===== config.mk =====
export PLATFORM = sky130hd
export DESIGN_NAME = rf_write_sched
export DESIGN_NICKNAME = d
export VERILOG_FILES = /design/src/rtl/rf_write_sched_pkg.sv /design/src/rtl/rf_write_sched_rr_arbiter.sv /design/src/rtl/rf_write_sched.sv
export SDC_FILE = /design/constraint.sdc
export NUM_CORES = 1
export LEC_CHECK = 0
export BUFFER_PORTS_ARGS = -buffer_cell sky130_fd_sc_hd__buf_2
export CAP_MARGIN = 15
export CORE_UTILIZATION = 42
export DETAILED_ROUTE_END_ITERATION = 7
export PLACE_DENSITY = 0.74
export RECOVER_POWER = 50
export SETUP_SLACK_MARGIN = 0.15
export SYNTH_ARGS = -nofsm -noshare
export SYNTH_HDL_FRONTEND = slang
export SYNTH_HIERARCHICAL = 1
export SYNTH_SLANG_ARGS = --single-unit

===== constraint.sdc =====
create_clock -name clk -period 7.36 [get_ports clk]
set_input_delay 0.368 -clock clk [delete_from_list [all_inputs] [get_ports clk]]
set_output_delay 0.368 -clock clk [all_outputs]
set_load 0.01 [all_outputs]

===== src/rtl/rf_write_sched_pkg.sv =====
// rf_sched_pkg: shared FSM state type and register-file constants for rf_write_sched.
package rf_sched_pkg;
    typedef enum logic {INIT, RUN} rf_sched_state_t;
    localparam int NUM_REGS = 16;
    localparam int PC_REG   = 15;
endpackage


===== src/rtl/rf_write_sched_rr_arbiter.sv =====
// rr_arbiter: combinational N-way round-robin grant starting at ptr, with next-pointer.
module rr_arbiter #(
    parameter int N  = 2,
    parameter int PW = (N > 1) ? $clog2(N) : 1
) (
    input  logic [N-1:0]  req,
    input  logic [PW-1:0] ptr,
    output logic [N-1:0]  gnt,
    output logic [PW-1:0] idx,
    output logic          any,
    output logic [PW-1:0] ptr_nxt
);
    logic [PW-1:0] j;
    always_comb begin
        gnt     = '0;
        idx     = ptr;
        any     = 1'b0;
        ptr_nxt = ptr;
        j       = '0;
        // walk from farthest to nearest so the requester closest to ptr wins
        for (int k = N - 1; k >= 0; k--) begin
            j = PW'((int'(ptr) + k) % N);
            if (req[j]) begin
                gnt     = '0;
                gnt[j]  = 1'b1;
                idx     = j;
                any     = 1'b1;
                ptr_nxt = PW'((int'(j) + 1) % N);
            end
        end
    end
endmodule


===== src/rtl/rf_write_sched.sv =====
// rf_write_sched: zero-init sweep, round-robin writeback onto the register file port, busy scoreboard.
// Define RF_WRITE_SCHED_PC_PROTECT_EN to drop RUN-state writes to the PC register and pulse wr_err.
module rf_write_sched
    import rf_sched_pkg::*;
#(
    parameter int NREQ = 2,
    parameter int DW   = 32,
    parameter int AW   = 4
) (
    input  logic                 clk,
    input  logic                 rst_n,
    input  logic [NREQ-1:0]      req_valid,
    output logic [NREQ-1:0]      req_ready,
    input  logic [NREQ*AW-1:0]   req_addr,
    input  logic [NREQ*DW-1:0]   req_data,
    input  logic                 rsv_valid,
    input  logic [AW-1:0]        rsv_addr,
    output logic [2**AW-1:0]     busy_vec,
    output logic                 rf_wr_en,
    output logic [AW-1:0]        rf_write_addr,
    output logic [DW-1:0]        rf_write_data,
    output logic                 init_done,
    output logic                 wr_err
);
    localparam int PW = (NREQ > 1) ? $clog2(NREQ) : 1;

    rf_sched_state_t state, state_nxt;
    logic [AW-1:0]     cnt;
    logic [PW-1:0]     ptr, ptr_nxt, idx;
    logic              any, run;
    logic [AW-1:0]     sel_addr, addr_d;
    logic [DW-1:0]     sel_data, data_d;
    logic              wr_en_d, err_d;
    logic [2**AW-1:0]  busy_nxt;

    assign run      = state == RUN;
    assign sel_addr = req_addr[idx*AW +: AW];
    assign sel_data = req_data[idx*DW +: DW];

    rr_arbiter #(.N(NREQ), .PW(PW)) u_arb (
        .req     (req_valid & {NREQ{run}}),
        .ptr     (ptr),
        .gnt     (req_ready),
        .idx     (idx),
        .any     (any),
        .ptr_nxt (ptr_nxt)
    );

    always_comb begin
        state_nxt = state;
        wr_en_d   = 1'b0;
        err_d     = 1'b0;
        addr_d    = rf_write_addr;
        data_d    = rf_write_data;
        if (!run) begin
            wr_en_d   = 1'b1;
            addr_d    = cnt;
            data_d    = '0;
            state_nxt = (cnt == AW'(PC_REG)) ? RUN : INIT;
        end else if (any) begin
            wr_en_d = 1'b1;
            addr_d  = sel_addr;
            data_d  = sel_data;
`ifdef RF_WRITE_SCHED_PC_PROTECT_EN
            // accepted but never reaches the file; the address is still registered so the busy bit clears
            if (sel_addr == AW'(PC_REG)) begin
                wr_en_d = 1'b0;
                err_d   = 1'b1;
            end
`endif
        end
    end

    always_comb begin
        busy_nxt = busy_vec;
        if (rf_wr_en || wr_err) busy_nxt[rf_write_addr] = 1'b0;
        if (run && rsv_valid) busy_nxt[rsv_addr] = 1'b1;
    end

    always_ff @(posedge clk or negedge rst_n) begin
        if (!rst_n) begin
            state         <= INIT;
            cnt           <= '0;
            ptr           <= '0;
            busy_vec      <= '0;
            rf_wr_en      <= 1'b0;
            rf_write_addr <= '0;
            rf_write_data <= '0;
            init_done     <= 1'b0;
            wr_err        <= 1'b0;
        end else begin
            state         <= state_nxt;
            cnt           <= run ? cnt : cnt + 1'b1;
            ptr           <= ptr_nxt;
            busy_vec      <= busy_nxt;
            rf_wr_en      <= wr_en_d;
            rf_write_addr <= addr_d;
            rf_write_data <= data_d;
            init_done     <= state_nxt == RUN;
            wr_err        <= err_d;
        end
    end
endmodule

* Yosys cells after proc, flatten, opt, wreduce, memory -nomap -nowiden
Cells that the tools add are included.
** Operators by class
- Magnitude comparators :: 8
- Reductions and logical operators :: 6
- Add/sub/neg operators :: 3
- Bitwise operators :: 4
- Eq/ne operators :: 2
- Shift-type cells :: 2
- Muxes and demuxes :: 30
** Operators by type and width (count)
- 32-bit two-way mux :: 2
- 64-bit by 7-bit indexed part select with 32-bit output :: 1
- 16-bit two-way mux :: 2
- 1-bit two-way mux :: 18
- 16-bit AND :: 1
- 16-bit inverter :: 1
- 16-bit bitwise OR :: 1
- 4-bit by 5-bit less-than comparator with 1-bit output (second input constant) :: 2
- 1-bit demux with 4-bit select :: 2
- 4-bit by 1-bit greater-or-equal comparator with 1-bit output (second input constant) :: 2
- 4-bit two-way mux :: 2
- 8-bit by 4-bit indexed part select with 4-bit output :: 1
- 1-bit logical AND :: 5
- 4-bit by 1-bit adder with 4-bit output (second input constant) :: 1
- 4-bit == test (second input constant) :: 1
- 1-bit by 2-bit less-than comparator with 1-bit output (second input constant) :: 2
- 2-bit two-way mux :: 2
- 1-bit adder (second input constant) :: 2
- 2-bit AND :: 1
- 1-bit demux with 1-bit select :: 2
- 1-bit greater-or-equal comparator (second input constant) :: 2
- 2-bit by 1-bit != test with 1-bit output (second input constant) :: 1
- 2-bit nonzero test :: 1
** Word-level totals
- Register bits after elaboration :: 59
- Output and inout bits :: 57
- Logic and storage cells :: 62
- Bits of input ports :: 81

* Logic depth before layout (Yosys ltp)
- Depth in word-level cells :: 9
- Mapped depth :: 13
- Mapped depth without buffers :: 9

* Cells and area by module
The synthesis kept the hierarchy.
** By module, submodules not included
- rf_write_sched :: seq. area each 1476.4 um^2, times used 1, cells each 261, area an instance 2942.8 um^2
- rr_arbiter :: seq. area each 0.0 um^2, times used 1, cells each 16, area an instance 95.1 um^2

* Worst setup path before layout
Ideal clock, no wire load.
- Path type :: reg2reg
- Start :: reg state (netlist: run)
- End :: reg rf_write_data[0]
- Arrival time :: 2387 ps
- Path slack :: 4852 ps
- Cell stages (with the launch flop) :: 14
- Library setup time :: 120 ps
- Clock period less this slack :: 2508 ps
- Data required time :: 7240 ps
- Path buffers :: 4
- Path through :: dfrtp_1 -> buf_4 -> buf_2 -> and2_1 -> inv_1 -> o21ai_0 -> ha_1 -> nor2_1 -> a2bb2oi_1 -> buf_6 -> buf_8 -> mux2i_1 -> nand2_1 -> o211a_1
** On the way
- Cells in the longest elaborated chain, start to end :: 8
- Elaborated cells on any way between the ends :: 13
- Classes of those cells :: eq/ne: 1; shift: 1; mux: 10; bitwise: 1
** RTL lines
- start: declaration :: line rf_write_sched.sv:27 : rf_sched_state_t state, state_nxt;
- start signal: assignment :: line rf_write_sched.sv:92 : state <= state_nxt;
- 2-bit AND * :: line rf_write_sched.sv:41 : .req (req_valid & {NREQ{run}}),
- 1-bit two-way mux (implied by the code) (2 in a row) :: line rf_write_sched_rr_arbiter.sv:23 : if (req[j]) begin
- 1-bit two-way mux :: line rf_write_sched_rr_arbiter.sv:23
- 1-bit two-way mux * :: line rf_write_sched_rr_arbiter.sv:23
- via idx :: line rf_write_sched.sv:29 : logic [PW-1:0] ptr, ptr_nxt, idx;
- 64-bit by 7-bit indexed part select with 32-bit output * :: line rf_write_sched.sv:38 : assign sel_data = req_data[idx*DW +: DW];
- 32-bit two-way mux * :: line rf_write_sched.sv:60 : end else if (any) begin
- 32-bit two-way mux * :: line rf_write_sched.sv:55 : if (!run) begin
- end signal: assignment :: line rf_write_sched.sv:98 : rf_write_data <= data_d;
- end: declaration :: line rf_write_sched.sv:21 : output logic [DW-1:0] rf_write_data,
The timed path passes the listed nets; every way through them passes the cells marked *. The select of a mux whose other input is x is not followed.
A chain may end at the register's enable or synchronous reset.

==> summary.md <==
| Metric | Value |
|---|---|
| Slew Limit Fails | 105 |
| Crit path buf inv count | 2 |
| Critical path required time | 7.10 ns |
| Cts bufs inserted | 9 |
| Post-synth EDFFs | 0 |
| Fin crit period | 2.92 ns |
| Max clock buf depth | 2 |
| Resized cells post-CTS | 0 |
| GP Congestion | 0.845 |
| Vias | about 2500 |
| Cells on worst reg2reg path | 10 |
| Starting density of the core | 44.0% |
| Top FF cell, synth | dfrtp_1 |
| Core ar. | 6910 µm² |
| Hold Crit Depth | 3 |
| Hold Path End | busy_vec[14] |
| Worst path cell trace | buf_2 > clkbuf_1 |
| Register area share after synthesis | 48.6% |
| CTS tree | yes |
| TNS Setup | 0 ns |
| Reg2reg setup slack | 4.55 ns |
| Top cells by area, synth | dfrtp_1 (49%), mux2i_1 (12%), o211a_1 (11%), nand2_1 (4.6%), o21ai_1 (3.0%) |
| Top-count cell post-synth | dfrtp_1 |
| Cts hold-fix bufs | 0 |
| Global-route wire length before repair | about 12000 µm |
| Fmax | 342 MHz |
| Initial antenna violation count | 0 |
| CP endpoint kind | asynchronous set/reset pin |
| Max Fanout on Critical Path | 59 |
| Total grt overflow | 0 |
| Pwr Density | 260 nW/µm² |
| Worst Path Arrival | around 2.7 ns |
| Nets | 491 |
| Combinational power share | between 30% and 40% |
| Site Rows | 30 |
| Place WS | around 4.4 ns |
| Slowest CP cell | clkbuf_1 |
| Internal power | 0.670 mW |
| Register area | 1480 µm² |
| Leading area contributor after synthesis | dfrtp_1 |
| Filler cells | between 600 and 700 |
| Vias in the first global route | 2451 |
| Worst R2R Start | run |
| Yosys warning count | 6 |
| Mapped Cells | around 280 |
| H-tree depth | 3 |
| Slowest stage delay, CP | 2.17 ns |
| Unique cell type count in the Yosys netlist | 34 |
| RSZ-0062 raised after global routing | false |
| Final Skew | 0.00663 ns |
| Setup crit start kind | input port |
| DRT Pass-1 Iters | 4 |
| Io pins | 138 |
| Via density per instance | 4.99 |
| Relative slew slack | -107% |
| Failing checks | max-capacitance violations, max-slew violations |
| Routed Antenna Nets | 0 |
| Post-synth top cells | dfrtp_1 (59), nand2_1 (37), mux2i_1 (36) |
| Final worst-path cycle share | 39.7% |
| Sw Share | 33.3% |
| DRC viols | 0 |
| Multi-input logic area | around 1400 µm² |
| Largest net degree at the start of global routing | 74 |
| Async SR Flop Fraction | 100% |
| Final setup vio count | 0 |
| Detailed-route wire length per cell | 14.1 µm |
| HP Start | rsv_addr[3] |
| Clock network latency to the later pin of the worst-skew pair | 0.33 ns |
| Width of the die | roughly 87 µm |
| Synth Register Bits | 59 |
| PortBufs | around 140 |
| P_sw | 0.335 mW |
| DP HPWL | 5040 µm |
| Total clock sinks | 59 |
| Final antenna diode count | 0 |
| Global-route usage over all layers | 20.1% |
| Clk root buf | clkbuf_8 |
| Crit Reg-Reg Endpoint | rf_write_addr[1] |
| Post-Syn Area | 3040 µm² |
| Postcts setup bufs | 0 |
| Share of cells above drive strength 1 | 34.0% |
| Setup ws final | 4.44 ns |
| Peak VDD IR | 0.108 mV |
| Syn-to-layout area delta | 27.1% |
| WS Path Type | in -> async |
| Post-Route WL | between 7000 and 8000 µm |
| Avg Inst Size Synth | 11.0 µm² |
| Reg clk slew, reported paths | roughly 0.060 ns |
| Top cell type's share of synthesized area | between 40% and 50% |
| Worst slew pin tran | 3.11 ns |
| HP Class | in -> reg |
| Final Hold Viols | 0 |
| Initial DRC count | 75 |
| Clk network pwr share | a little under a quarter |
| Die area | 7580 µm² |
| DIE HEIGHT | 87.0 µm |
| Status | complete, but fails checks |
| Sequential share of power | 44.1% |
| Maxcap violations | 2 |
| P_leak | 2.01 nW |
| Synthesized net count | ~360 |
| Crit path max-delay family | buffers and inverters |
metal layers:
layer  vias to the layer above  GRT usage (%)  wire length [µm]
met5                         -              0                 0
met1                      1190           24.6              3140
li1                       1244              -                 -
met4                         0           10.5               173
met2                        86           34.0              3490
met3                        13           3.51               360
stage by stage:
stage          power (mW)  instances  instance area, µm²  hold slack [ns]  util, %
6_report             1.00        508                3860            0.325     55.9
4_1_cts              1.03        507                3880            0.209     56.2
2_1_floorplan       0.655        277                3040           0.0724        -
5_1_grt              1.08        508                3860            0.335     55.9
3_3_place_gp        0.775        491                3720            0.483     53.9
3_5_place_dp        0.786        491                3720            0.488     53.9
registers in the layout, indices dropped and copies added, names as in the netlist:
register / count
busy_vec: 16
cnt: 4
ptr: 1
rf_wr_en: 1
rf_write_addr: 4
rf_write_data: 32
run: 1
power groups by stage:
stage                     logic, mW  clock network [mW]  registers (mW)
after floorplan               0.178                   0           0.478
after global placement        0.330                   0           0.445
after detailed placement      0.338                   0           0.449
after CTS                     0.339               0.246           0.442
after global routing          0.360               0.262           0.453
final                         0.325               0.237           0.444
layout by cell type, fill, tap and decap left out, drive strengths merged:
cell type	instances
a21oi	5
a2bb2oi	1
a31o	1
and2	3
buf	113
clkbuf	40
clkinv	3
conb	1
dfrtp	59
ha	3
inv	4
mux2	5
mux2i	36
nand2	37
nand2b	8
nand3	3
nand3b	5
nand4	1
nand4b	1
nor2	8
o211a	32
o21ai	33
o2bb2ai	1
o31ai	2
or2	3
or3b	1
xnor2	3
cell type report:
class / instances / share of cell area (%)
flip-flops and latches: 59 / 38.2
clock inverters: 3 / 0.389
clock buffers: 13 / 3.60
multi-input cells: 193 / 36.5
well taps: 96 / 3.11
inverters: 4 / 0.389
repair buffers: 140 / 17.7
worst max-delay path by stage:
stage	startpoint	to	cells after the start
after global routing	rst_n	busy_vec[12]	2
after CTS	run	rf_write_addr[1]	10
after floorplan	run	rf_write_data[0]	13
after detailed placement	req_valid[1]	rf_write_addr[1]	11
after global placement	req_valid[1]	rf_write_addr[1]	11
final	rst_n	busy_vec[1]	2
logic make-up (layout without fill, tap and decap cells):
family	count (synthesis)	after routing	synth area share [%]
simple gates	70	70	11.4
other cells	1	1	0.123
flops	59	59	48.6
xor+xnor	3	3	0.865
buf+inv	25	160	5.56
mux	41	41	13.7
compound gates	75	75	18.5
fa+ha+maj	3	3	1.24
No activity file was read; power rests on OpenSTA's default activity.
